## config.mk

```make
export PLATFORM = sky130hd
export DESIGN_NAME = dual_prio_decoder
export DESIGN_NICKNAME = d
export VERILOG_FILES = /design/src/rtl/dual_prio_pkg.sv /design/src/rtl/code_to_onehot.sv /design/src/rtl/dual_prio_decoder.sv
export SDC_FILE = /design/constraint.sdc
export NUM_CORES = 1
export LEC_CHECK = 0
export BUFFER_PORTS_ARGS = -buffer_cell sky130_fd_sc_hd__buf_2
export CORE_ASPECT_RATIO = 1.1
export CORE_MARGIN = 5
export CORE_UTILIZATION = 50
export DETAILED_ROUTE_END_ITERATION = 6
export GPL_ROUTABILITY_DRIVEN = 0
export PLACE_DENSITY_LB_ADDON = 0.1
export RECOVER_POWER = 50
export SYNTH_ARGS = -nofsm -noshare
export SYNTH_HDL_FRONTEND = slang
export SYNTH_SLANG_ARGS = --single-unit
```

## constraint.sdc

```tcl
create_clock -name clk -period 2 [get_ports clk]
set_input_delay 0.1 -clock clk [delete_from_list [all_inputs] [get_ports clk]]
set_output_delay 0.1 -clock clk [all_outputs]
set_load 0.05 [all_outputs]
```

## src/rtl/dual_prio_pkg.sv

```systemverilog
// Shared types and helpers for the dual priority decoder.
//   DEF_N / DEF_M : default grant width / code width
//   state_e       : decoder FSM states
//   pair_legal    : legality rule for an encoded (first, second) pair
//   code2onehot   : code k (1..ONEHOT_MAX) -> bit k-1 set, code 0 -> all zero
package dual_prio_pkg;

  localparam int DEF_N      = 12;
  localparam int DEF_M      = 4;
  // Widest one-hot vector code2onehot can build; callers size-cast down to N.
  localparam int ONEHOT_MAX = 64;

  typedef enum logic [1:0] {
    IDLE  = 2'd0,
    BEAT1 = 2'd1,
    BEAT2 = 2'd2
  } state_e;

  // Both codes in range, and a nonzero second code must rank strictly below
  // a nonzero first code (the encoder never emits second without first).
  function automatic logic pair_legal(input int unsigned f,
                                      input int unsigned s,
                                      input int unsigned n);
    return (f <= n) && (s <= n) && ((s == 0) || ((f != 0) && (s < f)));
  endfunction

  function automatic logic [ONEHOT_MAX-1:0] code2onehot(input int unsigned code);
    logic [ONEHOT_MAX-1:0] oh;
    oh = '0;
    if (code != 0 && code <= ONEHOT_MAX)
      oh[code-1] = 1'b1;
    return oh;
  endfunction

endpackage

```

## src/rtl/code_to_onehot.sv

```systemverilog
// Combinational code -> one-hot expander.
//   code   in  M : code, 0 = none
//   onehot out N : bit code-1 set, all zero for code 0 or code > N
module code_to_onehot
  import dual_prio_pkg::*;
#(
  parameter int N = DEF_N,
  parameter int M = DEF_M
) (
  input  logic [M-1:0] code,
  output logic [N-1:0] onehot
);

  // Codes above N land outside the truncated range and read as zero.
  assign onehot = N'(code2onehot(32'(code)));

endmodule

```

## src/rtl/dual_prio_decoder.sv

```systemverilog
// Dual priority decoder: re-expands an encoded (first, second) code pair
// into one-hot grant beats on a valid/ready stream, first grant then second.
//   clk, rst           : clock, synchronous active-high reset
//   in_valid/in_ready  : code pair handshake (ready only when idle)
//   first, second      : M-bit codes, 0 = none
//   out_valid/out_ready: grant beat handshake
//   grant              : N-bit one-hot grant, zero for empty/error beats
//   out_last           : final beat of the pair
//   err                : beat reports an illegal pair
//   err_count          : saturating illegal-pair count
// Optional feature: define DUALDEC_ERRCNT_EN to build the illegal-pair
// counter; otherwise err_count is tied to zero and no counter flops exist.
module dual_prio_decoder
  import dual_prio_pkg::*;
#(
  parameter int N = DEF_N,
  parameter int M = DEF_M
) (
  input  logic         clk,
  input  logic         rst,
  input  logic         in_valid,
  output logic         in_ready,
  input  logic [M-1:0] first,
  input  logic [M-1:0] second,
  output logic         out_valid,
  input  logic         out_ready,
  output logic [N-1:0] grant,
  output logic         out_last,
  output logic         err,
  output logic [7:0]   err_count
);

  state_e       state;
  logic [M-1:0] sec_q;
  logic [M-1:0] code_sel;
  logic [N-1:0] oh;
  logic         accept;
  logic         hs;
  logic         legal;

  assign in_ready = (state == IDLE) && !rst;
  assign accept   = in_valid && in_ready;
  assign hs       = out_valid && out_ready;
  assign legal    = pair_legal(32'(first), 32'(second), N);

  // One expander serves both beats: the live first code while idle, the
  // captured second code once the first beat is out.
  assign code_sel = (state == IDLE) ? first : sec_q;

  code_to_onehot #(.N(N), .M(M)) u_oh (
    .code   (code_sel),
    .onehot (oh)
  );

  always_ff @(posedge clk) begin
    if (rst) begin
      state     <= IDLE;
      out_valid <= 1'b0;
      grant     <= '0;
      out_last  <= 1'b0;
      err       <= 1'b0;
      sec_q     <= '0;
    end else begin
      unique case (state)
        IDLE: begin
          if (accept) begin
            out_valid <= 1'b1;
            sec_q     <= second;
            state     <= BEAT1;
            if (!legal) begin
              grant    <= '0;
              err      <= 1'b1;
              out_last <= 1'b1;
            end else begin
              grant    <= oh;
              err      <= 1'b0;
              out_last <= (second == '0);
            end
          end
        end
        BEAT1: begin
          if (hs) begin
            if (out_last) begin
              out_valid <= 1'b0;
              grant     <= '0;
              out_last  <= 1'b0;
              err       <= 1'b0;
              state     <= IDLE;
            end else begin
              grant    <= oh;
              out_last <= 1'b1;
              state    <= BEAT2;
            end
          end
        end
        BEAT2: begin
          if (hs) begin
            out_valid <= 1'b0;
            grant     <= '0;
            out_last  <= 1'b0;
            err       <= 1'b0;
            state     <= IDLE;
          end
        end
        default: state <= IDLE;
      endcase
    end
  end

`ifdef DUALDEC_ERRCNT_EN
  logic [7:0] err_cnt_q;

  // Counted at acceptance, not at beat delivery, so a pair dropped by
  // reset has already been counted (and is then cleared with everything).
  always_ff @(posedge clk) begin
    if (rst)
      err_cnt_q <= 8'h00;
    else if (accept && !legal && err_cnt_q != 8'hFF)
      err_cnt_q <= err_cnt_q + 8'h01;
  end

  assign err_count = err_cnt_q;
`else
  assign err_count = 8'h00;
`endif

endmodule

```

==> impl_metrics.py, run 1 <==
metrics = {
    "critical_path": {
        "cp-endpoint": "grant[0]",
        "cp_max_fo": 5,
        "rr_startpoint": "state[0]",
        "start_kind": "flop",
        "r2r_end": "grant[0]",
        "path_class": "flop to flop",
        "worst_ep_required_time_ns": 2.25,
        "critPathArrivalTime_ns": 2.10,
        "crit_path_start": "state[0]",
        "endpoint_kind": "flop",
        "rrSetupSlack_ns": 0.15,
        "rr_worst_depth": 7,
    },
    "route": {
        "first_iter_violations": 17,
        "wl_per_cell_microns": 13.66,
        "vias": 1061,
        "vias_per_cell": 5.441,
        "drc": 0,
        "ant_nets": 0,
        "finalWirelength_microns": 2663,
        "drtPass1Iterations": 4,
    },
    "timing": {
        "hold_viol": 0,
        "slew_violations": 0,
        "fin_skew_ns": 0.004297,
        "max_freq_mhz": 541.1,
        "setup_slack_ns": 0.1519,
        "slew_headroom_pct": 59.29,
        "period_needed_ns": 1.848,
        "tightest_slew_ns": 0.6133,
        "period_share_pct": 92.41,
        "setup_viol": 0,
    },
    "grt": {
        "grt_max_degree": 23,
        "antenna_found_initial": 0,
        "track_usage_pct": 15.97,
        "grt_remaining_overflow": 0,
        "grt_pass1_vias": 1003,
        "grt_pass1_wl_microns": 4471,
    },
    "die": {
        "io_pins": 36,
        "rows": 18,
        "die_area_sq_mm": 0.003504,
        "initial_core_util_pct": 53.19,
        "die_w_microns": 56.90,
        "core_area_sq_mm": 0.002275,
        "die_h_microns": 61.59,
    },
    "synth": {
        "synthMuxAreaShare_pct": 1.758,
        "syn-cell-area_sq_mm": 0.001210,
        "async_flop_share_pct": 0,
        "synth_top_flop_cell": "dfxtp_1",
        "avgSynthCellArea_sq_um": 8.831,
        "postSynthRegisterBits": 21,
        "ys_warn_count": 0,
        "yosys-top-cells-area": "dfxtp_1 35%, a22o_1 8.0%, ha_1 7.2%, buf_4 5.0%, a21oi_1 4.6%",
        "synth-xor-area-share_pct": 1.448,
        "synth-edff-count": 0,
        "ys_seq_area_share_pct": 34.75,
        "ys_types": 38,
        "synth_top_area_cell": "dfxtp_1",
        "synthSimpleGateAreaFrac_pct": 18.82,
        "synth_compound_area_share_pct": 27.30,
        "synthCells": 137,
        "synthAdderAreaFrac_pct": 7.239,
        "synth_top_family_by_area": "compound AO/OA/AOI/OAI gates",
        "synth_top_area_share_pct": 34.75,
    },
    "clocking": {
        "cts_sinks": 21,
        "cts_tree": "yes",
        "clk_path_buf_depth": 2,
        "ctsHtreeMaxLevel": 1,
        "clk_pin_slew_ns": 0.11,
        "cts_setup_buffers": 0,
        "clockRootBuffer": "clkbuf_4",
        "cts_buffers": 3,
        "insertion_delay_ns": 0.30,
    },
    "hold_path": {
        "hold_path_class": "input pin to flop",
        "hp-start": "second[1]",
    },
    "power": {
        "powerDensity_mw_per_mm2": 924.3,
        "ir_drop_uv": 541.7,
        "p_leak_nw": 0.5364,
    },
    "finish": {
        "fill_cells": 228,
        "layout-drive-gt1-share_pct": 16.36,
        "design_area_sq_mm": 0.001365,
        "nNetsFinal": 185,
        "diodes": 0,
        "syn_to_final_growth_pct": 12.82,
    },
    "job": {
        "maxCapViolations": 0,
    },
    "place": {
        "dpl.hpwl_microns": 2193,
        "buffer_ports.inserted": 27,
        "placedInstanceArea_sq_mm": 0.001351,
        "post-place-ws_ns": 0.07824,
    },
    "status": {
        "status": "complete, no violations",
    },
}
==> metrics by stage <==
step | hold WS [ns] | instances | total power [mW] | TNS (ns) | util [%]
floorplan | 0.2475 | 144 | 0.9517 | 0 | -
global placement | 0.3882 | 191 | 1.056 | 0 | 59.41
detailed placement | 0.3976 | 191 | 1.070 | 0 | 59.41
CTS | 0.07312 | 195 | 1.269 | 0 | 60.56
global route | 0.07388 | 195 | 1.354 | -0.009475 | 60.01
finish | 0.07280 | 195 | 1.262 | 0 | 60.01
==> cells in the mapped netlist, types with 2 or more instances <==
cell type,count
nor2b_1,2
nor3b_1,2
buf_4,8
a21oi_1,11
ha_1,7
o211ai_1,3
xnor2_1,2
clkbuf_1,4
dfxtp_1,21
nand3_1,6
nor3_1,2
nand2b_1,5
o21ai_0,2
inv_1,7
a22o_1,11
a211oi_2,4
nor2_1,6
a211oi_1,2
nand2_1,13
==> state kept, by name, indices dropped and copies added, names as in the netlist <==
signal     cells
err            1
grant         12
out_last       1
out_valid      1
sec_q          4
state          2
==> logic make-up after synthesis <==
logic type      count (synthesis)
simple gates                   43
fa+ha+maj                       7
compound gates                 42
other cells                     1
buf+inv                        19
xor+xnor                        2
flops                          21
mux                             2
==> cells in the final DEF (no fill, tap or decap), types with 2 or more instances in the layout <==
cell,synthesis,final
ha_1,7,7
xnor2_1,2,2
nand3_1,6,6
a211oi_2,4,3
clkbuf_4,0,3
clkbuf_1,4,16
nor3b_1,2,2
nand2_1,13,12
nor2_1,6,5
a211oi_1,2,2
a21oi_1,11,11
o21ai_0,2,2
nor3_1,2,2
nand2b_1,5,5
conb_1,1,8
inv_1,7,7
o211ai_1,3,3
dfxtp_1,21,21
buf_2,0,12
buf_4,8,2
a22o_1,11,11
==> timing repair <==
action | 4_1_cts | 5_1_grt
hold buffers | 0 | 0
resized for setup | 0 | 3
setup endpoints to repair | 0 | 12
==> final cells by class <==
cell class / instances / area [sq um] / area share (%)
multi-input combinational: 104 / 723.2 / 52.98
inverter: 7 / 26.28 / 1.925
clock buffer: 4 / 26.28 / 1.925
sequential: 21 / 420.4 / 30.80
timing repair buffer: 29 / 131.4 / 9.624
tap: 30 / 37.54 / 2.750
==> per-layer routing <==
metal  up-vias  part of all wire, %  track usage, %
met3         4                  5.4           3.774
li1        538                    -               -
met4         0                 0.83           4.305
met2        19                   51           30.02
met1       500                   43           18.31
met5         -                    0               0
==> how the worst min path moves through the flow <==
stage          endpoint  slack [ns]  depth (start not counted)
3_5_place_dp   sec_q[1]        0.40                          3
3_3_place_gp   sec_q[0]        0.39                          3
2_1_floorplan  sec_q[0]        0.25                          2
5_1_grt        sec_q[1]        0.07                          3
4_1_cts        sec_q[1]        0.07                          3
6_report       sec_q[1]        0.07                          3
==> power breakdown <==
| part | switching (mW) | internal [mW] | leakage [nW] |
|---|---|---|---|
| combinational | 0.394 | 0.171 | 0.351 |
| sequential | 0.0367 | 0.460 | 0.171 |
| clock | 0.123 | 0.0776 | 0.0150 |
==> worst max-delay path, stage by stage (launching register included) <==
cell	delay, ns
dfxtp_1	0.40
inv_1	0.08
ha_1	0.19
a2bb2oi_1	0.17
a211oi_2	0.29
nand2_2	0.18
a211oi_4	0.32
a22o_1	0.17
Note: power is estimated with default switching activity, not from simulation.
==> run 2: changes to the inputs <==
--- a/config.mk
+++ b/config.mk
@@ -8,7 +8,8 @@
 export BUFFER_PORTS_ARGS = -buffer_cell sky130_fd_sc_hd__buf_2
 export CORE_ASPECT_RATIO = 1.1
 export CORE_MARGIN = 5
-export CORE_UTILIZATION = 50
+export CORE_UTILIZATION = 53
+export CTS_BUF_LIST = sky130_fd_sc_hd__clkbuf_8
 export DETAILED_ROUTE_END_ITERATION = 6
 export GPL_ROUTABILITY_DRIVEN = 0
 export PLACE_DENSITY_LB_ADDON = 0.1
==> run 2 against run 1 <==
Final area grew 2.2%. Global-route usage grew 1.0 points. Sequential share of layout area shrank 0.66 points. Non-clock buffer count is the same. Sequential cell count is the same. Cell count is the same. Count of clock-buffer cells in the layout shrank 1. Wire length grew 2.1%. Critical path depth is the same. Critical path type unchanged. Largest cell class unchanged. Largest power group unchanged. Highest routed layer unchanged.
==> impl_metrics.py, run 2 (synthesis results as in run 1) <==
metrics = {
    "clocking": {
        "insertion_delay_ns": 0.26,
        "clk_path_buf_depth": 2,
        "cts_buffers": 3,
        "postCtsResizedCells": 0,
        "ctsHtreeMaxLevel": 1,
        "cts_setup_buffers": 0,
        "cts_tree": "yes",
        "clockRootBuffer": "clkbuf_8",
        "postCtsHoldBufs": 0,
        "cts_sinks": 21,
        "clk_pin_slew_ns": 0.07,
    },
    "finish": {
        "nNetsFinal": 185,
        "final_common_cell": "dfxtp_1",
        "top_regs": "grant: 12 flops, sec_q: 4 flops, state: 2 flops",
        "diodes": 0,
        "most-common-layout-cells": "21 x dfxtp_1, 15 x clkbuf_1, 12 x nand2_1, 12 x buf_2",
        "syn_to_final_growth_pct": 15.31,
        "layout-drive-gt1-share_pct": 16.97,
        "top_register": "grant",
        "design_area_sq_mm": 0.001395,
        "fill_cells": 227,
        "largest_reg_flops": 12,
    },
    "timing": {
        "fin_skew_ns": 0.003263,
        "tightest_slew_ns": 0.6138,
        "slew_headroom_pct": 59.26,
        "hold_viol": 0,
        "whs_ns": 0.1218,
        "period_share_pct": 92.88,
        "finalSetupTns_ns": 0,
        "setup_viol": 0,
        "max_freq_mhz": 538.3,
        "slew_violations": 0,
        "period_needed_ns": 1.858,
    },
    "status": {
        "status": "complete, no violations",
    },
    "critical_path": {
        "crit_path_max_incr_delay_ns": 0.36,
        "endpoint_kind": "flop",
        "start_kind": "flop",
        "slowest_stage": "dfxtp_1",
        "crit_family": "compound AO/OA/AOI/OAI gates",
        "path_cells": "inv_1, ha_1, a2bb2oi_2, a211oi_2, nand2_2, a211oi_4, a22o_1",
        "path_class": "flop to flop",
        "critPathBufInv": 1,
        "critPathArrivalTime_ns": 2.07,
        "worst_ep_required_time_ns": 2.21,
        "cp_max_fo": 5,
    },
    "hold_path": {
        "hold_path_class": "input pin to flop",
    },
    "grt": {
        "grt_pass1_wl_microns": 4457,
        "grt_remaining_overflow": 0,
        "grt_pass1_vias": 1005,
        "track_usage_pct": 17.00,
        "grt_max_degree": 23,
        "antenna_found_initial": 0,
    },
    "die": {
        "die_area_sq_mm": 0.003339,
        "initial_core_util_pct": 54.82,
        "core_area_sq_mm": 0.002207,
        "die_w_microns": 55.56,
        "rows": 18,
        "die_h_microns": 60.11,
        "io_pins": 36,
    },
    "route": {
        "ant_nets": 0,
        "first_iter_violations": 26,
        "vias": 1076,
        "vias_per_cell": 5.518,
        "wl_per_cell_microns": 13.94,
        "drtPass1Iterations": 4,
        "finalWirelength_microns": 2719,
        "drc": 0,
    },
    "place": {
        "placedInstanceArea_sq_mm": 0.001351,
        "dpl.hpwl_microns": 2136,
        "buffer_ports.inserted": 27,
    },
    "power": {
        "total_power_mw": 1.349,
        "ir_drop_uv": 562.6,
        "p_leak_nw": 0.5500,
        "powerDensity_mw_per_mm2": 966.7,
    },
    "job": {
        "maxCapViolations": 0,
    },
}
==> run 2: tightest hold or removal path: cells and delay by family <==
kind / cells / cell delay, ns
AO/OA/AOI/OAI: 1 / 0.06
buffers and inverters: 1 / 0.12
AND/OR/NAND/NOR: 1 / 0.06
==> run 2: power by group <==
group	total (mW)	internal, mW	switching [mW]
combinational	0.576	0.172	0.404
sequential	0.499	0.459	0.0397
clock	0.273	0.137	0.136
==> run 2: worst paths after layout <==
check                           startpoint  slack (ns)  depth (start not counted)         to
worst max-delay path              state[1]        0.14                          7   grant[2]
worst min-delay path             second[1]        0.12                          3   sec_q[1]
worst max register to register    state[1]        0.14                          7   grant[2]
worst min register to register   grant[11]        0.46                          1  grant[11]
==> run 2: cell type report <==
type / instances / area (sq um) / share of cell area [%]
sequential: 21 / 420.4 / 30.13
tap: 30 / 37.54 / 2.691
clock buffer: 3 / 41.29 / 2.960
clock inverter: 1 / 3.754 / 0.2691
multi-input combinational: 104 / 737.0 / 52.83
timing repair buffer: 29 / 128.9 / 9.238
inverter: 7 / 26.28 / 1.883
==> run 2: metal layers <==
layer	track usage [%]	part of all wire [%]	vias up
met2	29.73	50	37
met5	0	0	-
met1	18.94	42	492
met4	10.76	2.8	0
li1	-	-	538
met3	3.672	4.7	9
==> run 2: stage by stage <==
stage,setup WS [ns],util [%],instances
floorplan,0.2039,-,144
global placement,0.1908,61.22,191
detailed placement,0.1110,61.22,191
CTS,0.09415,63.27,195
global route,-0.006615,63.21,195
finish,0.1423,63.21,195
